===== config.mk =====
export PLATFORM = sky130hd
export DESIGN_NAME = decode_stage
export DESIGN_NICKNAME = d
export VERILOG_FILES = /design/src/rtl/decode_pkg.sv /design/src/rtl/decode_logic.sv /design/src/rtl/decode_stage.sv
export SDC_FILE = /design/constraint.sdc
export NUM_CORES = 1
export LEC_CHECK = 0
export ABC_AREA = 1
export CELL_PAD_IN_SITES_DETAIL_PLACEMENT = 1
export CELL_PAD_IN_SITES_GLOBAL_PLACEMENT = 1
export CORE_AREA = 10 10 204 206
export CTS_BUF_LIST = sky130_fd_sc_hd__clkbuf_2 sky130_fd_sc_hd__clkbuf_4 sky130_fd_sc_hd__clkbuf_8
export CTS_CLUSTER_SIZE = 24
export DETAILED_ROUTE_END_ITERATION = 8
export DIE_AREA = 0 0 214 216
export GPL_ROUTABILITY_DRIVEN = 0
export GPL_TIMING_DRIVEN = 0
export HOLD_SLACK_MARGIN = 0.02
export PLACE_DENSITY = 0.87
export SYNTH_ARGS = -nofsm -noshare
export SYNTH_HDL_FRONTEND = slang
export SYNTH_SLANG_ARGS = --single-unit

===== constraint.sdc =====
create_clock -name clk -period 2.7 [get_ports clk]
set_input_delay 0.405 -clock clk [delete_from_list [all_inputs] [get_ports clk]]
set_output_delay 0.405 -clock clk [all_outputs]
set_load 0.05 [all_outputs]

===== src/rtl/decode_pkg.sv =====
// Shared encodings and the decoded-entry record for the decode stage.
// Latency: n/a (types and pure functions only).
// Backpressure: n/a.
package decode_pkg;

    localparam logic [10:0] ALU_NONE   = 11'd0;
    localparam logic [10:0] ALU_ADD    = 11'd1;
    localparam logic [10:0] ALU_SUB    = 11'd2;
    localparam logic [10:0] ALU_SLL    = 11'd3;
    localparam logic [10:0] ALU_SLT    = 11'd4;
    localparam logic [10:0] ALU_SLTU   = 11'd5;
    localparam logic [10:0] ALU_XOR    = 11'd6;
    localparam logic [10:0] ALU_SRL    = 11'd7;
    localparam logic [10:0] ALU_SRA    = 11'd8;
    localparam logic [10:0] ALU_OR     = 11'd9;
    localparam logic [10:0] ALU_AND    = 11'd10;
    localparam logic [10:0] ALU_MUL    = 11'd11;
    localparam logic [10:0] ALU_MULH   = 11'd12;
    localparam logic [10:0] ALU_MULHSU = 11'd13;
    localparam logic [10:0] ALU_MULHU  = 11'd14;
    localparam logic [10:0] ALU_DIV    = 11'd15;
    localparam logic [10:0] ALU_DIVU   = 11'd16;
    localparam logic [10:0] ALU_REM    = 11'd17;
    localparam logic [10:0] ALU_REMU   = 11'd18;
    localparam logic [10:0] ALU_BEQ    = 11'd19;
    localparam logic [10:0] ALU_BNE    = 11'd20;
    localparam logic [10:0] ALU_BLT    = 11'd21;
    localparam logic [10:0] ALU_BGE    = 11'd22;
    localparam logic [10:0] ALU_BLTU   = 11'd23;
    localparam logic [10:0] ALU_BGEU   = 11'd24;
    localparam logic [10:0] ALU_LUI    = 11'd25;
    // OR-ed onto a base op to mark the 32-bit "W" variant on RV64
    localparam logic [10:0] ALU_WORD   = 11'h400;

    localparam logic [3:0] IT_NONE = 4'd0;
    localparam logic [3:0] IT_R    = 4'd1;
    localparam logic [3:0] IT_I    = 4'd2;
    localparam logic [3:0] IT_S    = 4'd3;
    localparam logic [3:0] IT_SB   = 4'd4;
    localparam logic [3:0] IT_U    = 4'd5;
    localparam logic [3:0] IT_UJ   = 4'd6;

    localparam logic [1:0] MA_NONE  = 2'd0;
    localparam logic [1:0] MA_READ  = 2'd1;
    localparam logic [1:0] MA_WRITE = 2'd2;

    localparam logic [2:0] MS_NONE = 3'd0;
    localparam logic [2:0] MS_B    = 3'd1;
    localparam logic [2:0] MS_H    = 3'd2;
    localparam logic [2:0] MS_W    = 3'd3;
    localparam logic [2:0] MS_D    = 3'd4;
    localparam logic [2:0] MS_BU   = 3'd5;
    localparam logic [2:0] MS_HU   = 3'd6;
    localparam logic [2:0] MS_WU   = 3'd7;

    localparam logic [6:0] OP_LUI    = 7'b0110111;
    localparam logic [6:0] OP_AUIPC  = 7'b0010111;
    localparam logic [6:0] OP_JAL    = 7'b1101111;
    localparam logic [6:0] OP_JALR   = 7'b1100111;
    localparam logic [6:0] OP_BRANCH = 7'b1100011;
    localparam logic [6:0] OP_LOAD   = 7'b0000011;
    localparam logic [6:0] OP_STORE  = 7'b0100011;
    localparam logic [6:0] OP_IMM    = 7'b0010011;
    localparam logic [6:0] OP_IMM32  = 7'b0011011;
    localparam logic [6:0] OP_OP     = 7'b0110011;
    localparam logic [6:0] OP_OP32   = 7'b0111011;

    // Fields are sized for the widest datapath; narrower configs use the low bits.
    typedef struct packed {
        logic [63:0] pc;
        logic [4:0]  rd;
        logic [4:0]  rs1;
        logic [4:0]  rs2;
        logic [63:0] imm;
        logic [10:0] alu_op;
        logic [5:0]  shamt;
        logic        reg_write;
        logic [3:0]  instr_type;
        logic [1:0]  mem_access;
        logic [2:0]  mem_size;
        logic        illegal;
    } entry_t;

    function automatic logic [10:0] alu_base(input logic [2:0] f3, input logic alt);
        case (f3)
            3'b000:  alu_base = alt ? ALU_SUB : ALU_ADD;
            3'b001:  alu_base = ALU_SLL;
            3'b010:  alu_base = ALU_SLT;
            3'b011:  alu_base = ALU_SLTU;
            3'b100:  alu_base = ALU_XOR;
            3'b101:  alu_base = alt ? ALU_SRA : ALU_SRL;
            3'b110:  alu_base = ALU_OR;
            default: alu_base = ALU_AND;
        endcase
    endfunction

    function automatic logic [10:0] alu_mul(input logic [2:0] f3);
        alu_mul = ALU_MUL + {8'd0, f3};
    endfunction

endpackage


===== src/rtl/decode_logic.sv =====
// Combinational RV32/RV64 (+M) instruction decoder producing one entry_t.
// Latency: 0 cycles, purely combinational.
// Backpressure: none; caller decides when the result is captured.
module decode_logic
    import decode_pkg::*;
#(
    parameter int XLEN  = 64,
    parameter int HAS_M = 1
) (
    input  logic [31:0]     instr,
    input  logic [XLEN-1:0] pc,
    output entry_t          entry
);

    localparam bit RV64 = (XLEN == 64);
    localparam bit M_OK = (HAS_M != 0);

    if (XLEN != 32 && XLEN != 64) begin : g_bad_xlen
        $error("decode_logic: XLEN must be 32 or 64");
    end

    logic [6:0]  opcode;
    logic [2:0]  f3;
    logic [6:0]  f7;
    logic [63:0] imm_i, imm_s, imm_b, imm_u, imm_j;
    logic        legal;
    entry_t      d;

    assign opcode = instr[6:0];
    assign f3     = instr[14:12];
    assign f7     = instr[31:25];
    assign imm_i  = {{52{instr[31]}}, instr[31:20]};
    assign imm_s  = {{52{instr[31]}}, instr[31:25], instr[11:7]};
    assign imm_b  = {{51{instr[31]}}, instr[31], instr[7], instr[30:25], instr[11:8], 1'b0};
    assign imm_u  = {{32{instr[31]}}, instr[31:12], 12'd0};
    assign imm_j  = {{43{instr[31]}}, instr[31], instr[19:12], instr[20], instr[30:21], 1'b0};

    always_comb begin
        d     = '0;
        legal = 1'b0;
        case (opcode)
            OP_LUI, OP_AUIPC: begin
                legal        = 1'b1;
                d.instr_type = IT_U;
                d.imm        = imm_u;
                d.rd         = instr[11:7];
                d.reg_write  = 1'b1;
                d.alu_op     = (opcode == OP_LUI) ? ALU_LUI : ALU_ADD;
            end
            OP_JAL: begin
                legal        = 1'b1;
                d.instr_type = IT_UJ;
                d.imm        = imm_j;
                d.rd         = instr[11:7];
                d.reg_write  = 1'b1;
                d.alu_op     = ALU_ADD;
            end
            OP_JALR: begin
                legal        = (f3 == 3'b000);
                d.instr_type = IT_I;
                d.imm        = imm_i;
                d.rd         = instr[11:7];
                d.rs1        = instr[19:15];
                d.reg_write  = 1'b1;
                d.alu_op     = ALU_ADD;
            end
            OP_BRANCH: begin
                legal        = (f3 != 3'b010) && (f3 != 3'b011);
                d.instr_type = IT_SB;
                d.imm        = imm_b;
                d.rs1        = instr[19:15];
                d.rs2        = instr[24:20];
                case (f3)
                    3'b000:  d.alu_op = ALU_BEQ;
                    3'b001:  d.alu_op = ALU_BNE;
                    3'b100:  d.alu_op = ALU_BLT;
                    3'b101:  d.alu_op = ALU_BGE;
                    3'b110:  d.alu_op = ALU_BLTU;
                    default: d.alu_op = ALU_BGEU;
                endcase
            end
            OP_LOAD: begin
                legal        = (f3 != 3'b111) && (RV64 || (f3 != 3'b011 && f3 != 3'b110));
                d.instr_type = IT_I;
                d.imm        = imm_i;
                d.rd         = instr[11:7];
                d.rs1        = instr[19:15];
                d.reg_write  = 1'b1;
                d.alu_op     = ALU_ADD;
                d.mem_access = MA_READ;
                case (f3)
                    3'b000:  d.mem_size = MS_B;
                    3'b001:  d.mem_size = MS_H;
                    3'b010:  d.mem_size = MS_W;
                    3'b011:  d.mem_size = MS_D;
                    3'b100:  d.mem_size = MS_BU;
                    3'b101:  d.mem_size = MS_HU;
                    default: d.mem_size = MS_WU;
                endcase
            end
            OP_STORE: begin
                legal        = (f3 == 3'b000) || (f3 == 3'b001) || (f3 == 3'b010) ||
                               (RV64 && f3 == 3'b011);
                d.instr_type = IT_S;
                d.imm        = imm_s;
                d.rs1        = instr[19:15];
                d.rs2        = instr[24:20];
                d.alu_op     = ALU_ADD;
                d.mem_access = MA_WRITE;
                d.mem_size   = MS_B + f3[1:0];
            end
            OP_IMM: begin
                d.instr_type = IT_I;
                d.rd         = instr[11:7];
                d.rs1        = instr[19:15];
                d.reg_write  = 1'b1;
                if (f3 == 3'b001 || f3 == 3'b101) begin
                    // shamt[5] only exists on RV64
                    legal   = (instr[31:26] == 6'b000000 ||
                               (f3 == 3'b101 && instr[31:26] == 6'b010000)) &&
                              (RV64 || !instr[25]);
                    d.shamt = instr[25:20];
                    d.imm   = {58'd0, instr[25:20]};
                    d.alu_op = alu_base(f3, instr[30]);
                end else begin
                    legal    = 1'b1;
                    d.imm    = imm_i;
                    d.alu_op = alu_base(f3, 1'b0);
                end
            end
            OP_IMM32: begin
                d.instr_type = IT_I;
                d.rd         = instr[11:7];
                d.rs1        = instr[19:15];
                d.reg_write  = 1'b1;
                if (f3 == 3'b000) begin
                    legal    = RV64;
                    d.imm    = imm_i;
                    d.alu_op = ALU_ADD | ALU_WORD;
                end else begin
                    legal    = RV64 && ((f3 == 3'b001 && f7 == 7'b0000000) ||
                               (f3 == 3'b101 && (f7 == 7'b0000000 || f7 == 7'b0100000)));
                    d.shamt  = {1'b0, instr[24:20]};
                    d.imm    = {59'd0, instr[24:20]};
                    d.alu_op = alu_base(f3, instr[30]) | ALU_WORD;
                end
            end
            OP_OP, OP_OP32: begin
                d.instr_type = IT_R;
                d.rd         = instr[11:7];
                d.rs1        = instr[19:15];
                d.rs2        = instr[24:20];
                d.reg_write  = 1'b1;
                if (f7 == 7'b0000001) begin
                    d.alu_op = alu_mul(f3);
                    legal    = M_OK && ((opcode == OP_OP) || f3 == 3'b000 || f3[2]);
                end else if (f7 == 7'b0000000) begin
                    d.alu_op = alu_base(f3, 1'b0);
                    legal    = (opcode == OP_OP) || f3 == 3'b000 || f3 == 3'b001 || f3 == 3'b101;
                end else begin
                    d.alu_op = alu_base(f3, 1'b1);
                    legal    = (f7 == 7'b0100000) && (f3 == 3'b000 || f3 == 3'b101);
                end
                if (opcode == OP_OP32) begin
                    legal    = legal && RV64;
                    d.alu_op = d.alu_op | ALU_WORD;
                end
            end
            default: legal = 1'b0;
        endcase

        if (!legal) begin
            d         = '0;
            d.illegal = 1'b1;
        end
        if (d.rd == 5'd0) d.reg_write = 1'b0;
        d.pc            = '0;
        d.pc[XLEN-1:0]  = pc;
    end

    assign entry = d;

endmodule


===== src/rtl/decode_stage.sv =====
// Decode stage: decodes fetched instructions into a 2-entry skid buffer.
// Latency: 1 cycle from accept to out_valid when the buffer is empty.
// Backpressure: in_ready is a flop-derived (state != TWO); no combinational path from out_ready.
module decode_stage
    import decode_pkg::*;
#(
    parameter int XLEN  = 64,
    parameter int HAS_M = 1
) (
    input  logic            clk,
    input  logic            reset,
    input  logic            flush,
    input  logic            in_valid,
    output logic            in_ready,
    input  logic [31:0]     in_instr,
    input  logic [XLEN-1:0] in_pc,
    output logic            out_valid,
    input  logic            out_ready,
    output logic [XLEN-1:0] out_pc,
    output logic [4:0]      rd,
    output logic [4:0]      rs1,
    output logic [4:0]      rs2,
    output logic [XLEN-1:0] immediate,
    output logic [10:0]     alu_op,
    output logic [5:0]      shamt,
    output logic            reg_write,
    output logic [3:0]      instr_type,
    output logic [1:0]      mem_access,
    output logic [2:0]      mem_size,
    output logic            illegal,
    output logic [31:0]     decode_count
);

    typedef enum logic [1:0] {S_EMPTY, S_ONE, S_TWO} state_t;

    state_t      state_q, state_d;
    entry_t      dec_entry, head_q, tail_q;
    logic        accept, issue;
    logic        load_head_dec, load_head_tail, load_tail;
    logic [31:0] decode_count_q;

    decode_logic #(.XLEN(XLEN), .HAS_M(HAS_M)) u_decode (
        .instr (in_instr),
        .pc    (in_pc),
        .entry (dec_entry)
    );

    assign in_ready  = (state_q != S_TWO);
    assign out_valid = (state_q != S_EMPTY);
    assign accept    = in_valid && in_ready && !flush;
    assign issue     = out_valid && out_ready;

    // head_q is always the entry presented on the outputs; tail_q is the skid slot
    always_comb begin
        state_d        = state_q;
        load_head_dec  = 1'b0;
        load_head_tail = 1'b0;
        load_tail      = 1'b0;
        if (flush) begin
            state_d = S_EMPTY;
        end else begin
            case (state_q)
                S_EMPTY: begin
                    if (accept) begin
                        state_d       = S_ONE;
                        load_head_dec = 1'b1;
                    end
                end
                S_ONE: begin
                    if (accept && issue) begin
                        load_head_dec = 1'b1;
                    end else if (accept) begin
                        state_d   = S_TWO;
                        load_tail = 1'b1;
                    end else if (issue) begin
                        state_d = S_EMPTY;
                    end
                end
                S_TWO: begin
                    if (issue) begin
                        state_d        = S_ONE;
                        load_head_tail = 1'b1;
                    end
                end
                default: state_d = S_EMPTY;
            endcase
        end
    end

    always_ff @(posedge clk) begin
        if (reset) state_q <= S_EMPTY;
        else       state_q <= state_d;
    end

    always_ff @(posedge clk) begin
        if (reset) begin
            head_q <= '0;
            tail_q <= '0;
        end else begin
            if (load_head_dec)       head_q <= dec_entry;
            else if (load_head_tail) head_q <= tail_q;
            if (load_tail)           tail_q <= dec_entry;
        end
    end

    // Issue still counts in a flush cycle: the consumer has already taken it
    always_ff @(posedge clk) begin
        if (reset)      decode_count_q <= '0;
        else if (issue) decode_count_q <= decode_count_q + 32'd1;
    end

    assign decode_count = decode_count_q;
    assign out_pc       = head_q.pc[XLEN-1:0];
    assign rd           = head_q.rd;
    assign rs1          = head_q.rs1;
    assign rs2          = head_q.rs2;
    assign immediate    = head_q.imm[XLEN-1:0];
    assign alu_op       = head_q.alu_op;
    assign shamt        = head_q.shamt;
    assign reg_write    = head_q.reg_write;
    assign instr_type   = head_q.instr_type;
    assign mem_access   = head_q.mem_access;
    assign mem_size     = head_q.mem_size;
    assign illegal      = head_q.illegal;

endmodule


Yosys cells after proc, flatten, opt, wreduce, memory -nomap -nowiden
Index checks and enable logic that the tools add are counted.

word-level totals
  bits in registers = 376
  bits of input ports = 101
  output and inout port bits = 205
  logic and storage cells = 149

operators by class
  add/sub/neg operators = 3
  equality and inequality tests = 30
  mux-type cells = 50
  reductions and logical operators = 40

operators with widths
  operator               count
  $pmux 64 s7            1
  $mux 171               2
  $mux 75                2
  $mux 107               1
  $pmux 11 s7            1
  $pmux 11 s6            1
  $pmux 10 s6            1
  $pmux 4 s7             2
  $pmux 3 s6             2
  $eq 7x6->1 const B     5
  $mux 11                3
  $add 32x1->32 const B  1
  $mux 5                 5
  $eq 7x5->1 const B     3
  $eq 7x7->1 const B     3
  $pmux 4 s5             1
  $mux 1                 15
  $logic_or 1x1->1       12
  $mux 2                 6
  $pmux 6 s2             1
  $reduce_or 4->1        3
  $pmux 5 s2             1
  $eq 3x3->1 const B     3
  $logic_and 1x1->1      9
  29 further kinds       39

Longest topological paths before layout
Gate-level depths: netlist (run 1).

  depth after elaboration = 11
  mapped depth = 15
  depth with buffers taken out = 13

Cells and area by module
Synthesis (run 1) repeated with hierarchy kept, for this count alone.

second synthesis, totals
  cells, all modules = 2,346
  area total of the unflattened synthesis = 17,171.5 sq um

by module, submodules not included
  module        times used  cells each  area an instance (sq um)  sequential area each (sq um)
  decode_stage  1           1,834       14,487.6                  7,527.2
  decode_logic  1           512         2,683.8                   0.0

Worst setup path before layout (run 1)
OpenSTA, ideal clock, no wires.

  path kind = register to register
  start point = register decode_count_q[2] (netlist: decode_count[2])
  end point = register decode_count_q[23] (netlist: decode_count[23])
  library setup time = 128 ps
  arrival = 1,969 ps
  data required time = 2,572 ps
  slack = 603 ps
  cell stages (with the launch flop) = 11
  path buffers = 0
  clock period less this slack = 2,097 ps
  cell sequence = dfxtp_1 -> nand3_1 -> nor2_4 -> nand3_2 -> nor2_2 -> nand2_1 -> nor2_2 -> nand2_2 -> nor2_1 -> xor2_1 -> nor2_1

on the way
  cells in the longest elaborated chain, start to end = 1

ends and longest elaborated chain
  item                      line                 text
  start: declaration        decode_stage.sv:40   logic [31:0] decode_count_q;
  start signal: assignment  decode_stage.sv:109  else if (issue) decode_count_q <= decode_count_q + 32'd1;
  $add 32x1->32             decode_stage.sv:109

No other way between the ends.
A chain may end at the register's enable or synchronous reset.

==> results, run 1 <==
- The run finished with clean final reports.
- Measured along the y axis, the die boundary spans 216 microns.
- The worst flop-to-flop path startpoint is state_q[0]$_SDFFE_PP0P_.
- The total die area is 0.0462 sq mm.
- The type of element launching the critical path is a flip-flop.
- The synthesis-to-finish area growth is 33.9%.
- The post-detailed-route via-to-cell ratio is 5.42.
- The total number of yosys warnings is 0.
- Setup repair after global routing left no endpoint under its margin.
- The critical path ends at immediate[47].
- After clock tree synthesis, the setup repair step added 0 buffers.
- The clock net in this run drives a total of 300 sinks.
- The post-synthesis instance area is 0.0140 sq mm.
- The leakage dissipation is 0.00710 uW.
- The starting density of the core is 37.5%.
- The synthesized design devotes to its leading area cell type 42.8% of total area.
- Once placement completed, the tool counted placed cells totaling 2,725.
- The number of endpoints failing setup at the final stage is 0.
- The detailed placer's ending HPWL is 45,400 microns.
- Entering global routing, the biggest net connects 35 pins.
- The endpoint arrival time on the critical path is 2.21 ns.
- The filler cell count is 4,700.
- STA puts the critical path data required time at 2.30 ns.
- The final cell area excluding filler cells is 0.0188 sq mm.
- In this run, synthesis produced a sequential element count of 300.
- Measured against its own limit, the worst slew margin works out to 31.8%.
- The count of final hold-check violations is 0.
- The floorplan row count is 71.
- The post-detailed-route DRC marker count is 0.
- For the worst flop-to-flop path, the logic depth is 8.
- The count of buffers added on input and output ports is 298.
- The fraction of final layout cells sized beyond drive strength 1 is 10.8%.
- The tightest min-delay check is of the in -> reg type.
- Pin placement for this block handled 306 I/O pins.
- Counting flops with an async set or reset pin after synthesis yields a share of 0%.
- The critical path is of the reg -> out type.
- The number of iterations in the first detailed-routing pass is 6.
- The count of flip-flops with a built-in enable after synthesis is 0.
- In this run the remaining antenna-violating nets after routing total 0.
- The worst register-to-register path has a setup slack of 0.34 ns.
- The floorplan step set the die width to 214 microns.
- The hold-fix buffer count after cts is 0.
- The initial antenna violation count is 5.
- The via count of the first global-routing pass is 16,117.
- In the final routed layout, each cell accounts on average for 21.5 microns.
- Clock-pin slew was measured on the worst setup and hold paths at 0.06 ns.
- Global routing used 25.0% of the available tracks across all layers.
- The gate count of the mapped netlist is 1,911.
- After synthesis, the netlist uses 45 different library cells.
- The count of vias placed by the detailed router is 15,288.
- The placed instance area is 0.0177 sq mm.
- Summing the sequential cell areas from Yosys gives 42.8% of the chip area.
- Max-cap violations in this run came to 0.
- The portion of the clock cycle consumed by the worst path in the final layout is 96.9%.
- The final wirelength is 60,700 microns.
- dfxtp_1 takes more of the synthesized area than any other cell.
- The finished layout holds 2,819 standard cells, fillers aside.
- The largest voltage drop on the vdd net is 383 uV.
- The core region is 0.0374 sq mm.
- Power spread over the standard cell area amounts to 534 mW/mm^2.
- In this run the deepest clock path goes through 3 buffers.
- The clock latency on the worst-skew pair is 0.62 ns.
- The total area of multi-input combinational cells is 0.00655 sq mm.
- The DRC violation total after the first TritonRoute iteration is 1,020.
- The total count of max-transition violations in the final report is 0.
- For this run, the top clock speed supported by timing is 382 MHz.
- The most repeated cell in the gate-level netlist after synthesis is nand2_1.
- Summed over all layers, the global routing overflow is 0.
- Summed over all failing endpoints, the final setup total negative slack is 0 ns.
- By area the synthesized netlist is led by dfxtp_1 (43%), nand2_1 (13%), a21oi_1 (8.4%).
- Clock tree synthesis inserted a total of 51 buffers.
- The number of cells on the worst hold path is 3.
- The type of element capturing the critical path is a primary output.
- After the last flow step, the layout net total stands at 2,381.
- The cell chosen for the clock root is clkbuf_8.
- The mean instance size in the synthesized netlist is 7.35 sq um.
- The worst path needs 2.62 ns of the cycle, external delays included.
- The most frequently used flop master after synthesis is dfxtp_1.
- The transition time of the tightest slew-check pin is 1.02 ns.
- The H-tree was split into 2 levels.
- In this run the worst path has a maximum fanout of 34.
- TritonCTS built the clock tree.
- The most critical setup path has its startpoint at immediate[62]$_SDFFE_PP0P_.
- Sorting the synthesized cells by how often they occur yields nand2_1 (484), dfxtp_1 (300), a21oi_1 (237).
- The footprint of the flip-flops and latches is 0.00601 sq mm.
- The first-pass GRT wire length is 92,500 microns.
- The worst-case clock skew is 0.0189 ns.
- The worst register-to-register path ends at tail_q[104]$_SDFFE_PP0P_.
==> cells by family (layout without fill, tap and decap cells) <==
kind of cell,count (synthesis),count (layout),share of synthesized area (%)
AND/OR/NAND/NOR,772,772,24.3
AO/OA/AOI/OAI,490,490,20.3
buffers and inverters,323,710,10.7
flip-flops,300,300,42.8
adder cells (fa/ha/maj),13,13,1.16
XOR/XNOR,12,12,0.749
other,1,11,0.0267
==> power breakdown <==
group | switching, uW | internal [uW]
clock network | 1920 | 2430
registers | 44.7 | 4500
logic | 771 | 373
==> cell usage in the layout, fill, tap and decap left out, types with 8 or more instances in the layout <==
master           netlist  final
nand2_1              484    483
dfxtp_1              300    299
clkdlybuf4s50_1        0    291
a21oi_1              237    237
inv_1                149    147
nand3_1              104    104
o21ai_0               98     98
nor2_1                72     72
clkbuf_8               0     66
a22o_1                60     60
clkbuf_1              60     59
a31oi_1               52     52
buf_4                 47     47
buf_2                 41     41
nand4_1               34     34
nor3_1                21     21
clkbuf_4               0     18
o211ai_1              15     15
a22oi_1               15     15
nand2_2               12     13
ha_1                  13     13
inv_2                 11     12
nor2_4                 9     10
xor2_1                10     10
buf_6                  9      9
nor2_2                 9      8
==> area by class of cell <==
cell class,instances,area share [%]
clock buffers,84,5.55
flip-flops and latches,300,32.0
clock inverters,5,0.166
well taps,511,3.40
diodes,5,0.0665
multi-input cells,1293,34.9
plain buffers,162,4.81
inverters,161,3.23
repair buffers,298,16.0
==> metal layers <==
metal	track usage [%]	share of wire [%]	vias up	wire, microns
li1	-	-	7084	-
met1	28.9	40	7491	24500
met2	43.0	49	565	29400
met3	5.54	6.7	146	4040
met4	12.4	4.4	2	2690
met5	0	0.030	-	18
==> per-stage QoR <==
| step | hold WS [ns] | worst slack [ns] | power [uW] | util [%] |
|---|---|---|---|---|
| floorplan | 0.445 | 0.603 | 5240 | - |
| global placement | 0.452 | -0.562 | 5740 | 47.3 |
| detailed placement | 0.457 | -0.648 | 5770 | 47.3 |
| CTS | 0.337 | 0.0200 | 10100 | 50.2 |
| global route | 0.372 | 0.00272 | 10400 | 50.3 |
| finish | 0.367 | 0.0849 | 10000 | 50.3 |
==> state kept, by name, summed over array words and instances, names as in the netlist, 3 cells and up <==
signal,cells
mem_size,3
out_pc,64
tail_q,133
shamt,6
instr_type,3
rs2,5
rd,5
rs1,5
decode_count,32
immediate,32
alu_op,6
==> how the worst min path moves through the flow <==
stage	start	to	slack (ns)
2_1_floorplan	tail_q[107]$_SDFFE_PP0P_	tail_q[107]$_SDFFE_PP0P_	0.45
3_3_place_gp	tail_q[116]$_SDFFE_PP0P_	tail_q[116]$_SDFFE_PP0P_	0.45
3_5_place_dp	tail_q[145]$_SDFFE_PP0P_	tail_q[145]$_SDFFE_PP0P_	0.46
4_1_cts	in_pc[38]	tail_q[145]$_SDFFE_PP0P_	0.34
5_1_grt	in_pc[38]	tail_q[145]$_SDFFE_PP0P_	0.37
6_report	reset	state_q[1]$_SDFFE_PP0P_	0.37
==> critical path, cell delays in order, from the launching register on <==
cell	delay, ns
dfxtp_4	0.57
buf_4	0.17
clkdlybuf4s50_1	0.81
==> timing repair <==
item,4_1_cts,5_1_grt
hold endpoints to repair,0,0
resized for setup,3,12
endpoints found under the setup margin,34,130
Power figures use the tool's default switching activity.
==> inputs of run 2 (changes only) <==
==> constraint.sdc (replaced) <==
create_clock -name clk -period 2.8 [get_ports clk]
set_input_delay 0.42 -clock clk [delete_from_list [all_inputs] [get_ports clk]]
set_output_delay 0.42 -clock clk [all_outputs]
set_load 0.05 [all_outputs]
==> run 2 against run 1 <==
- setup slack improved by 0.081 ns
- power down 3.6%
- cell area shrank 0.13%
- critical path type is now in -> reg
- largest power group unchanged
==> results, run 2 (synthesized netlist as in run 1, its figures left out) <==
- The clock tree buffer depth is 3.
- The detail-routed net length per standard cell is 21.5 microns.
- Data on the critical path is required at its endpoint by 3.34 ns.
- The initial antenna violation count is 5.
- The clock drives 300 sinks.
- Leaving out fill and tap cells, the most frequent cells in the layout are nand2_1 (484), dfxtp_1 (299), clkdlybuf4s50_1 (298).
- Prior to clock tree synthesis, the placed netlist has a worst setup slack of -0.563 ns.
- In this run the core area contains 71 standard-cell rows.
- The die outline height is 216 microns.
- The largest voltage drop on the vdd net is 370 uV.
- The final period demand of the worst path is 2.63 ns.
- The routed layout has 15,331 vias.
- The maximum fanout along the worst path is 10.
- The synthesis-to-finish area growth is 33.7%.
- The count of final hold-check violations is 0.
- The quantity of I/O buffers inserted on ports is 298.
- The number of clock buffers added by TritonCTS is 51.
- The endpoint arrival time on the critical path is 3.17 ns.
- The H-tree was split into 2 levels.
- The cell chosen for the clock root is clkbuf_8.
- The register with the most flip-flops in the final layout is tail_q.
- Dividing total power by cell area gives a power density of 515 mW/mm^2.
- The path class of the tightest hold or removal check is in -> reg.
- For this block, the initial DRC count from the detailed router was 906.
- The tool flagged a number of max-cap violations equal to 0.
- The CTS tree is done.
- The maximum number of pins on one net before global-route repair is 35.
- In this run the post-CTS setup repair buffer count came out at 0.
- The leakage dissipation is 0.00697 uW.
- The post-detailed-route DRC marker count is 0.
- The number of flip-flops under the largest register name is 133.
- The count of nets left with antenna violations once routing finished came out at 0.
- The relative slew slack is 31.2%.
- At the end of the flow, the number of nets in the layout was 2,381.
- The worst setup path is launched from a primary input.
- The final critical-path setup slack is 0.166 ns.
- The post-detailed-route via-to-cell ratio is 5.44.
- The final wirelength is 60,600 microns.
- The number of iterations in the first detailed-routing pass is 7.
- The filler cell count is 4,704.
- The first global-routing pass estimated 92,500 microns of wire.
- For the final database, setup skew stands at 0.0185 ns.
- The type of the worst setup path is in -> reg.
- The die outline width is 214 microns.
- The portion of the clock cycle consumed by the worst path in the final layout is 94.1%.
- After layout, the design draws a total of 9670 uW.
- The via count of the first global-routing pass came to 16,117.
- The hold-fix buffer count after cts is 0.
- The flow ran to the end, and the final reports show no timing, DRC or antenna violations.
- The clock reaches the later pin of the worst-skew pair after 0.63 ns.
- Setup repair after global routing left no endpoint under its margin.
- For the pin with the worst max-slew slack, the measured transition is 1.03 ns.
- STA classifies the critical path endpoint as a flip-flop.
- Setup violations remaining at the end of the flow were counted as 0.
- Detailed placement finished with a half-perimeter wire length of 45,400 microns.
- Gates resized during post-CTS repair numbered 2.
- Static timing analysis puts the maximum clock frequency at 380 MHz.
- The total die area is 0.0462 sq mm.
- The overall routing resource usage is 25.0%.
- In this run the standard cell core region covers 0.0374 sq mm.
- The global-route congestion overflow total is 0.
- In this run the count of I/O pins placed on the die edge is 306.
- The clock input transition at the sequential cells of the worst setup and hold paths is 0.06 ns.
- The total count of max-transition violations in the final report was 0.
- The starting density of the core is 37.5%.
- The fraction of final layout cells sized beyond drive strength 1 is 10.7%.
- Across all register-to-register paths, the minimum setup slack is 0.24 ns.
- Leaving out fill and tap cells, the most frequent cell in the layout is nand2_1.
==> run 2: changes by cell type in the layout (fill, tap and decap cells not counted) <==
cell,before,now
nor2_2,8,9
nand2_2,13,12
nand2_1,483,484
dlymetal6s2s_1,7,0
clkdlybuf4s50_1,291,298
nor2_4,10,9
==> run 2: path summary, 6_finish.rpt <==
kind / startpoint / endpoint / depth (start not counted)
min: in_pc[38] / tail_q[145]$_SDFFE_PP0P_ / 3
min reg2reg: tail_q[126]$_SDFFE_PP0P_ / tail_q[126]$_SDFFE_PP0P_ / 2
max reg2reg: state_q[0]$_SDFFE_PP0P_ / tail_q[104]$_SDFFE_PP0P_ / 8
max: in_instr[12] / immediate[12]$_SDFFE_PP0P_ / 14
==> run 2: cell type report <==
cell class	instances	area [sq um]	area share, %
multi-input cells	1293	6550	34.9
flip-flops and latches	300	6010	32.0
repair buffers	298	2980	15.9
clock buffers	84	1040	5.56
plain buffers	162	905	4.82
well taps	511	639	3.41
inverters	161	607	3.23
clock inverters	5	31.3	0.167
diodes	5	12.5	0.0666
==> run 2: where the power goes <==
group          internal, uW  switching, uW  leakage (uW)
logic                   359            741       0.00397
clock network          2340           1850      0.000579
registers              4340           43.0       0.00243
total                  7040           2640       0.00697
==> run 2: worst max-delay path, stage by stage <==
cell	delay (ns)
clkdlybuf4s50_1	0.56
inv_2	0.22
ha_1	0.26
inv_1	0.09
nor2_2	0.26
inv_1	0.19
nor2_1	0.15
nor2_1	0.05
nand2_1	0.09
nor2_2	0.06
nand2_2	0.17
buf_2	0.29
nand3_1	0.14
a21oi_1	0.21
==> run 2: through the flow <==
step	area (sq um)	setup TNS (ns)	hold slack [ns]	instances	utilization, %
CTS	18800	0	0.352	2814	50.2
finish	18800	0	0.386	2819	50.2
detailed placement	17700	-65.21	0.457	2725	47.3
global placement	17700	-54.71	0.452	2725	47.3
global route	18800	0	0.387	2817	50.2
floorplan	14100	0	0.445	1916	-
==> run 2: layer usage <==
metal	share of wire, %	global-route usage, %	up-vias	wire length, microns
li1	-	-	7071	-
met1	40	28.9	7470	24200
met2	48	43.0	629	29300
met3	7.1	5.54	159	4310
met4	4.6	12.4	2	2790
met5	0.030	0	-	18
